`src/rtl/mbus_timer.sv`:
```
// Countdown timer peripheral on the CPU memory bus: 16-word register window,
// combinational read-back, prescaled countdown with optional auto-reload and underflow irq.
module mbus_timer #(
    parameter int unsigned              WIDTH     = 32,
    parameter int unsigned              ADDR_SIZE = 32,
    parameter logic [ADDR_SIZE-1:0]     BASE      = 'hff00
) (
    input  logic                 clk,
    input  logic                 reset,
    input  logic [ADDR_SIZE-1:0] mbus_aout,
    input  logic [WIDTH-1:0]     mbus_dout,
    input  logic                 mbus_wen,
    output logic [WIDTH-1:0]     mbus_din,
    output logic                 sel,
    output logic                 irq
);

    // The EN bit doubles as the run/idle state of the timer.
    localparam logic [0:0] IDLE = 1'b0;
    localparam logic [0:0] RUN  = 1'b1;

    localparam logic [3:0] OFF_CTRL   = 4'd0;
    localparam logic [3:0] OFF_RELOAD = 4'd1;
    localparam logic [3:0] OFF_COUNT  = 4'd2;
    localparam logic [3:0] OFF_STAT   = 4'd3;
    localparam logic [3:0] OFF_PRESC  = 4'd4;

    logic [2:0]       ctrl_reg,   ctrl_next;
    logic [WIDTH-1:0] reload_reg, reload_next;
    logic [WIDTH-1:0] count_reg,  count_next;
    logic             ovf_reg,    ovf_next;
    logic [WIDTH-1:0] presc_reg,  presc_next;
    logic [WIDTH-1:0] pcnt_reg,   pcnt_next;

    logic [3:0]       off;
    logic             wr;
    logic             running;
    logic             tick;
    logic             underflow;
    logic [WIDTH-1:0] rd_tbl [16];

    assign sel       = (mbus_aout[ADDR_SIZE-1:4] == BASE[ADDR_SIZE-1:4]);
    assign off       = mbus_aout[3:0];
    assign wr        = sel && mbus_wen;
    assign running   = (ctrl_reg[0] == RUN);
    assign tick      = running && (pcnt_reg == presc_reg);
    assign underflow = tick && (count_reg == '0);
    assign irq       = ovf_reg && ctrl_reg[2];

    assign rd_tbl[0] = {{(WIDTH-3){1'b0}}, ctrl_reg};
    assign rd_tbl[1] = reload_reg;
    assign rd_tbl[2] = count_reg;
    assign rd_tbl[3] = {{(WIDTH-1){1'b0}}, ovf_reg};
    assign rd_tbl[4] = presc_reg;

    generate
        for (genvar gi = 5; gi < 16; gi++) begin : g_unused_off
            assign rd_tbl[gi] = '0;
        end
    endgenerate

    assign mbus_din = sel ? rd_tbl[off] : '0;

    always_comb begin
        ctrl_next   = ctrl_reg;
        reload_next = reload_reg;
        count_next  = count_reg;
        ovf_next    = ovf_reg;
        presc_next  = presc_reg;
        pcnt_next   = '0;

        if (running) begin
            pcnt_next = (pcnt_reg == presc_reg) ? '0 : pcnt_reg + WIDTH'(1);
        end

        if (tick) begin
            if (count_reg != '0) begin
                count_next = count_reg - WIDTH'(1);
            end else if (ctrl_reg[1]) begin
                count_next = reload_reg;
            end else begin
                ctrl_next[0] = IDLE;
            end
        end

        // CPU writes override timer activity, except that an underflow beats a clear of OVF.
        if (wr) begin
            case (off)
                OFF_CTRL:   ctrl_next   = mbus_dout[2:0];
                OFF_RELOAD: reload_next = mbus_dout;
                OFF_COUNT:  count_next  = mbus_dout;
                OFF_STAT:   if (mbus_dout[0]) ovf_next = 1'b0;
                OFF_PRESC:  presc_next  = mbus_dout;
                default:    ;
            endcase
        end

        if (underflow) begin
            ovf_next = 1'b1;
        end
    end

    always_ff @(posedge clk or negedge reset) begin
        if (!reset) begin
            ctrl_reg   <= '0;
            reload_reg <= '0;
            count_reg  <= '0;
            ovf_reg    <= 1'b0;
            presc_reg  <= '0;
            pcnt_reg   <= '0;
        end else begin
            ctrl_reg   <= ctrl_next;
            reload_reg <= reload_next;
            count_reg  <= count_next;
            ovf_reg    <= ovf_next;
            presc_reg  <= presc_next;
            pcnt_reg   <= pcnt_next;
        end
    end

endmodule

```
`config.mk`:
```
export PLATFORM = sky130hd
export DESIGN_NAME = mbus_timer
export DESIGN_NICKNAME = d
export VERILOG_FILES = /design/src/rtl/mbus_timer.sv
export SDC_FILE = /design/constraint.sdc
export NUM_CORES = 1
export LEC_CHECK = 0
export BUFFER_PORTS_ARGS = -buffer_cell sky130_fd_sc_hd__buf_2
export CORE_ASPECT_RATIO = 0.9
export CORE_MARGIN = 8
export CORE_UTILIZATION = 40
export DETAILED_ROUTE_END_ITERATION = 6
export PLACE_DENSITY = 0.57
export SYNTH_ARGS = -nofsm -noshare
export SYNTH_HDL_FRONTEND = slang
export SYNTH_SLANG_ARGS = --single-unit
```
`constraint.sdc`:
```
create_clock -name clk -period 3.7 [get_ports clk]
set_clock_uncertainty 0.05 [all_clocks]
set_input_delay 0.37 -clock clk [delete_from_list [all_inputs] [get_ports clk]]
set_output_delay 0.37 -clock clk [all_outputs]
set_load 0.03 [all_outputs]
```
Word-level counts from Yosys, hierarchy flattened
Index checks and enable logic that the tools add are counted.
- flip-flop bits (word level): 132
- latch bits: 0
- memory bits (writable): 0
- memory bits (read-only): 0
- input port bits: 67
- output and inout port bits: 34
- logic and storage cells: 51
- memories kept: 0
- add/subtract/negate cells: 2
- $mul: 0
- div/mod/pow operators: 0
- magnitude comparators: 1
- equal/unequal tests: 6
- shift operators: 0
- mux-type cells: 20
- bitwise logic cells: 1
- reductions and logical operators: 14
- operators by type and width (operator ; count):
    2-to-1 mux 32 bit ; 10
    binary-select mux 32 bit (select 4 bit) ; 1
    adder 32 x 1 -> 32 bit (second input constant) ; 1
    == test 32 bit ; 1
    logical NOT 32 bit ; 1
    nonzero test 32 bit ; 1
    subtractor 32 x 1 -> 32 bit (second input constant) ; 1
    == test 28 x 12 -> 1 bit (second input constant) ; 1
    2-to-1 mux 1 bit ; 9
    == test 4 x 2 -> 1 bit (second input constant) ; 2
    AND reduction 2 bit ; 3
    nonzero test 2 bit ; 3
    >= comparator 5 bit (second input constant) ; 1
    inverter 4 -> 5 bit ; 1
    == test 4 x 1 -> 1 bit (second input constant) ; 1
    == test 4 x 3 -> 1 bit (second input constant) ; 1
    logical AND 1 bit ; 4
    logical NOT 4 bit ; 1
    AND reduction 3 bit ; 1

Longest topological paths before layout
Gate-level depths: netlist of the first run.
- depth after elaboration: 5
- depth in mapped cells: 9
- mapped depth without buffers: 8

Worst setup path after synthesis of the first run
OpenSTA, ideal clock, no wires.
- path kind: register to register
- from: register count_reg[26]
- to: register count_reg[31]
- setup time: 0.135 ns
- data arrival time: 2.456 ns
- required time: 3.515 ns
- path slack: 1.059 ns
- cell stages (with the launch flop): 8
- path buffers: 1
- period minus slack after synthesis: 2.641 ns
- cells stage by stage: dfrtp_1 or4_4 or4_4 nor4_4 buf_6 nor3_2 a2111oi_4 o31ai_1
- word-level cells in the longest chain between the ends: 5
- elaborated cells on any way between the ends: 6
- classes of those cells: add/sub: 1; mux: 4; reduce/logical: 1
- ends and longest elaborated chain (element ; line ; source):
    start, declared ; 30 ; logic [WIDTH-1:0] count_reg, count_next;
    start signal, assigned ; 114 ; count_reg <= count_next;
    subtractor 32 x 1 -> 32 bit / nonzero test 32 bit (equally long branches) ; 78, 77 ;
    2-to-1 mux 32 bit (*) ; 77 ; if (count_reg != '0) begin
    2-to-1 mux 32 bit (*) ; 76 ; if (tick) begin
    2-to-1 mux 32 bit ; 88 ; case (off)
    2-to-1 mux 32 bit (*) ; 87 ; if (wr) begin
    named net count_next[31] ; 30 ;
Mark *: on every way through the listed nets, which the timed path passes. The rest lies on a longest branch.
A chain may end at the register's enable or synchronous reset.

Final worst setup path of the first run
- from: register count_reg[0]
- to: register count_reg[20]
Same word-level chain as after synthesis.

==> results of run 1 <==
## power by group
part           switching, mW  internal (mW)
Sequential      0.0000000471           1.44
Clock                  0.668           1.07
Combinational         0.0735         0.0403
## per-layer routing
| metal | GRT usage, % | vias to the layer above | part of all wire (%) |
|---|---|---|---|
| met4 | 6.15 | 0 | 1.7 |
| met2 | 31.0 | 198 | 45 |
| li1 | - | 3078 | - |
| met3 | 5.17 | 29 | 7.2 |
| met1 | 28.3 | 3234 | 46 |
| met5 | 0 | - | 0 |
## final timing paths
check,startpoint,cells after the start,end
setup / recovery,count_reg[0],8,count_reg[20]
hold reg to reg,pcnt_reg[0],1,pcnt_reg[0]
setup reg to reg,count_reg[0],8,count_reg[20]
min in group asynchronous,reset,2,reload_reg[4]
hold / removal,mbus_dout[17],3,count_reg[17]
max in group asynchronous,reset,3,pcnt_reg[23]
## synthesized netlist by cell type, types with 3 or more instances
library cell / instances / share of area [%]
sky130_fd_sc_hd__nor2_1: 100 / 4.9
sky130_fd_sc_hd__and2_1: 9 / 0.74
sky130_fd_sc_hd__or4_1: 7 / 0.69
sky130_fd_sc_hd__nand2_1: 40 / 2.0
sky130_fd_sc_hd__o31a_1: 4 / 0.46
sky130_fd_sc_hd__xor2_1: 26 / 3.0
sky130_fd_sc_hd__nand4_1: 24 / 2.0
sky130_fd_sc_hd__dfrtp_1: 132 / 43
sky130_fd_sc_hd__a21oi_1: 28 / 1.8
sky130_fd_sc_hd__a222oi_1: 29 / 3.8
sky130_fd_sc_hd__o21a_1: 13 / 1.3
sky130_fd_sc_hd__o21ai_0: 13 / 0.85
sky130_fd_sc_hd__nor4_1: 17 / 1.4
sky130_fd_sc_hd__a31oi_1: 15 / 1.2
sky130_fd_sc_hd__nor3_1: 16 / 1.0
sky130_fd_sc_hd__and4_1: 5 / 0.57
sky130_fd_sc_hd__o31ai_1: 4 / 0.39
sky130_fd_sc_hd__mux2_2: 67 / 9.9
sky130_fd_sc_hd__o21bai_1: 11 / 1.1
sky130_fd_sc_hd__buf_1: 6 / 0.29
sky130_fd_sc_hd__and3_1: 7 / 0.57
sky130_fd_sc_hd__a22o_1: 12 / 1.4
sky130_fd_sc_hd__a2bb2oi_1: 11 / 1.3
sky130_fd_sc_hd__ha_1: 3 / 0.49
sky130_fd_sc_hd__xnor2_1: 43 / 4.9
sky130_fd_sc_hd__clkbuf_1: 39 / 1.9
sky130_fd_sc_hd__inv_1: 8 / 0.39
sky130_fd_sc_hd__nor4b_1: 4 / 0.46
sky130_fd_sc_hd__a211o_1: 4 / 0.46
sky130_fd_sc_hd__or3_1: 6 / 0.49
sky130_fd_sc_hd__nand3b_1: 4 / 0.39
sky130_fd_sc_hd__a21o_1: 6 / 0.59
sky130_fd_sc_hd__nand3_1: 25 / 1.6
## worst max-delay path, delay by kind of cell (launching register included)
kind,cells,cell delay [ns]
compound gates,3,1.06
buf+inv,1,0.10
simple gates,3,1.01
fa+ha+maj,1,0.21
flops,1,0.43
## layout make-up
cell class	count	area share, %
clock inverters	13	1.72
inverters	8	0.331
repair buffers	121	7.48
multi-input cells	584	45.8
flip-flops and latches	132	36.4
clock buffers	19	4.88
well taps	250	3.44
## logic make-up after synthesis
logic type	count (synthesis)	synth area share, %
compound gates	163	16.4
xor+xnor	69	7.89
fa+ha+maj	3	0.490
buf+inv	55	2.81
flops	132	43.2
mux	70	10.4
simple gates	279	18.9
==> run metrics, run 1 <==
Data required, critical path=3.96 ns; detailed router's first-iteration violation count=582; Filler Cell Count=1,832; Post-Place Setup Slack=0.727 ns; register area=0.00330 mm2; static leakage=3.82 nW; DRC violations left=0; post-detailed-route count of antenna-violating nets=0; count of buffers from port buffering=100; Top-Level Pins=~100; area enclosed by the die boundary=0.0238 mm2; Post-CTS Setup Bufs=0; count of endpoints failing setup in the final report=0; total standard cell area after synthesis=0.00765 mm2; level count of the clock H-tree=4; CP Capture Type=flop; setup repair after global routing missed its margin=no; core utilization of the finished layout=~48%; most common cell after layout, fill and taps aside=sky130_fd_sc_hd__dfrtp_1; maximum buffer depth of the clock tree=2; Avg Vias per Cell=~5.8; post-detailed-placement half-perimeter wirelength=16,900 um; slew at the pin closest to its max-slew limit=around 0.85 ns; Synth cell types=56; fin worst setup slack=0.713 ns; average routed wire per standard cell=21.3 um; Max Transition Viols Final=0; cell area after layout=0.00908 mm2; hold bufs inserted after CTS=1; top achievable clock speed=335 MHz; Final min period=2.99 ns; RePlAce Congestion=0.839; critical path fanouts, max=6; worst setup path class=flop to flop; placement row count=48; CTS tree=built; TritonCTS buffer count=17; CTS sink cnt=between 100 and 150; number of nets produced by synthesis=841; category of the worst setup path launch point=flop; Pwr Total=3.30 mW; vias in the first global route=6,500; number of synthesized register bits=132; commonest cells after routing, fill and taps aside=sky130_fd_sc_hd__dfrtp_1 (132), sky130_fd_sc_hd__nor2_1 (99), sky130_fd_sc_hd__buf_2 (99); Clk Tree Root Cell=sky130_fd_sc_hd__clkbuf_16; Syn-to-layout area delta=18.6%; cells resized by post-CTS repair=0; most common flop cell mapped by yosys=sky130_fd_sc_hd__dfrtp_1; max-cap viol count=0; wire length of the first global-routing pass=38,300 um; arrival time of data at the critical path endpoint=around 3.3 ns; result of the run=completed; number of diodes added for antenna fixing=0; Starting Density=between 40% and 50%; placed cell count=1,094; height of the die=147 um; cell count after synthesis=771; clock insertion delay at the later pin of the skew report=~0.43 ns; proportion of layout cells with a drive suffix above 1=26.7%; number of synthesized flops with an enable pin=0; pin count of the biggest net entering global routing=86; hold violation total from the final report=0; Peak VDD IR=0.000272 V; delay of the slowest cell on the worst path=0.61 ns; syn_area_per_cell=~9.9 um2; share of the clock period used by the worst path after layout=80.7%; global router's overall resource usage=20.5%; Setup TNS Final=0 ns; cell chain of the critical path=inv_1 -> ha_1 -> nor3b_1 -> nand3_1 -> a31oi_1 -> nand2_1 -> o32a_1 -> o31a_1; overall routed net length=24,000 um; Synth warnings=0; worst slew slack as a fraction of its limit=43.5%; count of non-filler cells in the finished layout=about 1,100; DR pass1 iterations=7; number of antenna violations at the first check in global routing=0; Post-Place Cell Area=0.00847 mm2; library cell contributing the largest single delay on the critical path=sky130_fd_sc_hd__a31oi_1; class of the tightest hold or removal check=input port to flop; number of nets at the end of the flow=934; Cell Pwr Density=~360 mW/mm2; worst-case register-to-register setup slack=just over 0.7 ns; post-route worst hold slack=0.149 ns; total core area=0.0190 mm2; clock transition at the register clock pins on the worst setup and hold paths after CTS=0.06 ns; sequential area share after synthesis=43.2%; overflow left after global routing=0; floorplan die width=162 um; via count=6,539; fraction of registers with async set or reset after synthesis=100%; area occupied by multi-input gates=0.00416 mm2
No activity file was read; power rests on OpenSTA's default activity.
==> run 2, diff against run 1 <==
Clock period 3.7 ns to 2.85 ns, I/O delays scaled along.
==> run 2 against run 1 <==
Sequential power grew 30%. Maximum frequency grew 8.8%. Power grew 37%. Critical path type unchanged. Largest power group unchanged. Highest routed layer unchanged.
==> run metrics, run 2 (synthesis gave the netlist of run 1 again) <==
result of the run=completed; area enclosed by the die boundary=~0.024 mm2; Filler Cell Count=1,847; commonest cells after routing, fill and taps aside=sky130_fd_sc_hd__dfrtp_1 (132), sky130_fd_sc_hd__nor2_1 (99), sky130_fd_sc_hd__buf_2 (99); worst slew slack as a fraction of its limit=48.5%; detailed router's first-iteration violation count=593; Top-Level Pins=~100; total core area=roughly 0.019 mm2; DR pass1 iterations=7; number of antenna violations at the first check in global routing=0; floorplan die width=roughly 160 um; placement row count=48; wire length of the first global-routing pass=roughly 38,000 um; worst-case register-to-register setup slack=0.10 ns; total length of routed met3 wires=roughly 1900 um; critical path fanouts, max=4; top achievable clock speed=364 MHz; CTS sink cnt=132; Peak VDD IR=0.000321 V; count of endpoints failing setup in the final report=0; Final min period=about 2.7 ns; vias in the first global route=6,601; maximum buffer depth of the clock tree=2; core utilization of the finished layout=around half; number of diodes added for antenna fixing=0; class of the tightest hold or removal check=input port to flop; pin count of the biggest net entering global routing=79; average routed wire per standard cell=roughly 21 um; height of the die=147 um; Met2 Routed Length=11,100 um; CP Capture Type=flop; overall routed net length=24,400 um; TritonCTS buffer count=17; level count of the clock H-tree=4; area occupied by multi-input gates=0.00417 mm2; DRC violations left=0; top layer in use=met4; overflow left after global routing=0; post-detailed-route count of antenna-violating nets=0; Setup TNS Final=0 ns; register area=0.00330 mm2; Max Transition Viols Final=0; Data required, critical path=~3.1 ns; setup repair after global routing missed its margin=no; slew at the pin closest to its max-slew limit=roughly 0.77 ns; count of buffers from port buffering=100; category of the worst setup path launch point=flop; clock insertion delay at the later pin of the skew report=about 0.43 ns; max-cap viol count=0; static leakage=around 4 nW; Starting Density=40.3%; worst setup path class=flop to flop; proportion of layout cells with a drive suffix above 1=29.2%; RePlAce Congestion=0.855; global router's overall resource usage=between 20% and 30%; Clk Tree Root Cell=sky130_fd_sc_hd__clkbuf_16; via count=6,658; Avg Vias per Cell=5.76; number of nets at the end of the flow=a little under 1,000; share of the clock period used by the worst path after layout=96.4%; post-detailed-placement half-perimeter wirelength=17,800 um; clock transition at the register clock pins on the worst setup and hold paths after CTS=0.06 ns; Cell Pwr Density=480 mW/mm2; wire length on met1=11,100 um; most common cell after layout, fill and taps aside=sky130_fd_sc_hd__dfrtp_1; hold violation total from the final report=0; Syn-to-layout area delta=22.9%; arrival time of data at the critical path endpoint=2.99 ns; CTS tree=built
## run 2: final cells by class
cell class	count	area share (%)
Multi-Input combinational cell	584	44.3
Sequential cell	132	35.1
Timing Repair Buffer	149	9.86
Clock buffer	18	4.56
Tap cell	250	3.33
Clock inverter	14	2.49
Inverter	8	0.319
## run 2: stage by stage
stage                     hold WS (ns)  std cells  total power [mW]  cell area (um2)  worst slack (ns)
after floorplan                -0.0606        771              1.94             7650             0.209
after global placement           0.332       1121              2.06             8710             0.159
after detailed placement         0.343       1121              2.06             8710             0.126
after CTS                       0.0467       1154              4.56             9390            0.0991
after global routing            0.0625       1155              4.65             9400           0.00401
final                           0.0526       1155              4.51             9400             0.104
## run 2: critical path, cell delays in order, from the launching register on
cell	delay, ns
sky130_fd_sc_hd__dfrtp_1	0.42
sky130_fd_sc_hd__inv_1	0.12
sky130_fd_sc_hd__ha_1	0.19
sky130_fd_sc_hd__or3b_2	0.49
sky130_fd_sc_hd__or3_4	0.39
sky130_fd_sc_hd__nor4_4	0.31
sky130_fd_sc_hd__buf_4	0.18
sky130_fd_sc_hd__nor3_2	0.05
sky130_fd_sc_hd__a2111oi_4	0.32
sky130_fd_sc_hd__o31ai_1	0.10
## run 2: worst paths after layout
check / from / endpoint / cells past startpoint
max: count_reg[1] / count_reg[31] / 9
min: mbus_dout[17] / count_reg[17] / 3
max reg2reg: count_reg[1] / count_reg[31] / 9
min reg2reg: pcnt_reg[0] / pcnt_reg[0] / 1
max in group asynchronous: reset / ctrl_reg[0] / 3
min in group asynchronous: reset / reload_reg[5] / 2
## run 2: layer usage
metal  up-vias  GRT usage, %
li1       3146             -
met1      3272          28.4
met2       215          31.9
met3        25          5.26
met4         0          4.76
met5         -             0
## run 2: power breakdown
group	internal (mW)	switching [mW]	leakage, nW
combinational	0.0531	0.0950	1.93
sequential	1.87	0.0000000432	1.74
clock	1.64	0.855	0.324
total	3.56	0.950	4.00
## run 2: timing repair
| item | CTS | global route |
|---|---|---|
| gates resized for setup | 0 | 2 |
| setup endpoints to repair | 0 | 22 |
| hold endpoints to repair | 75 | 0 |
| buffers inserted | 0 | 1 |
| hold buffers | 1 | 0 |
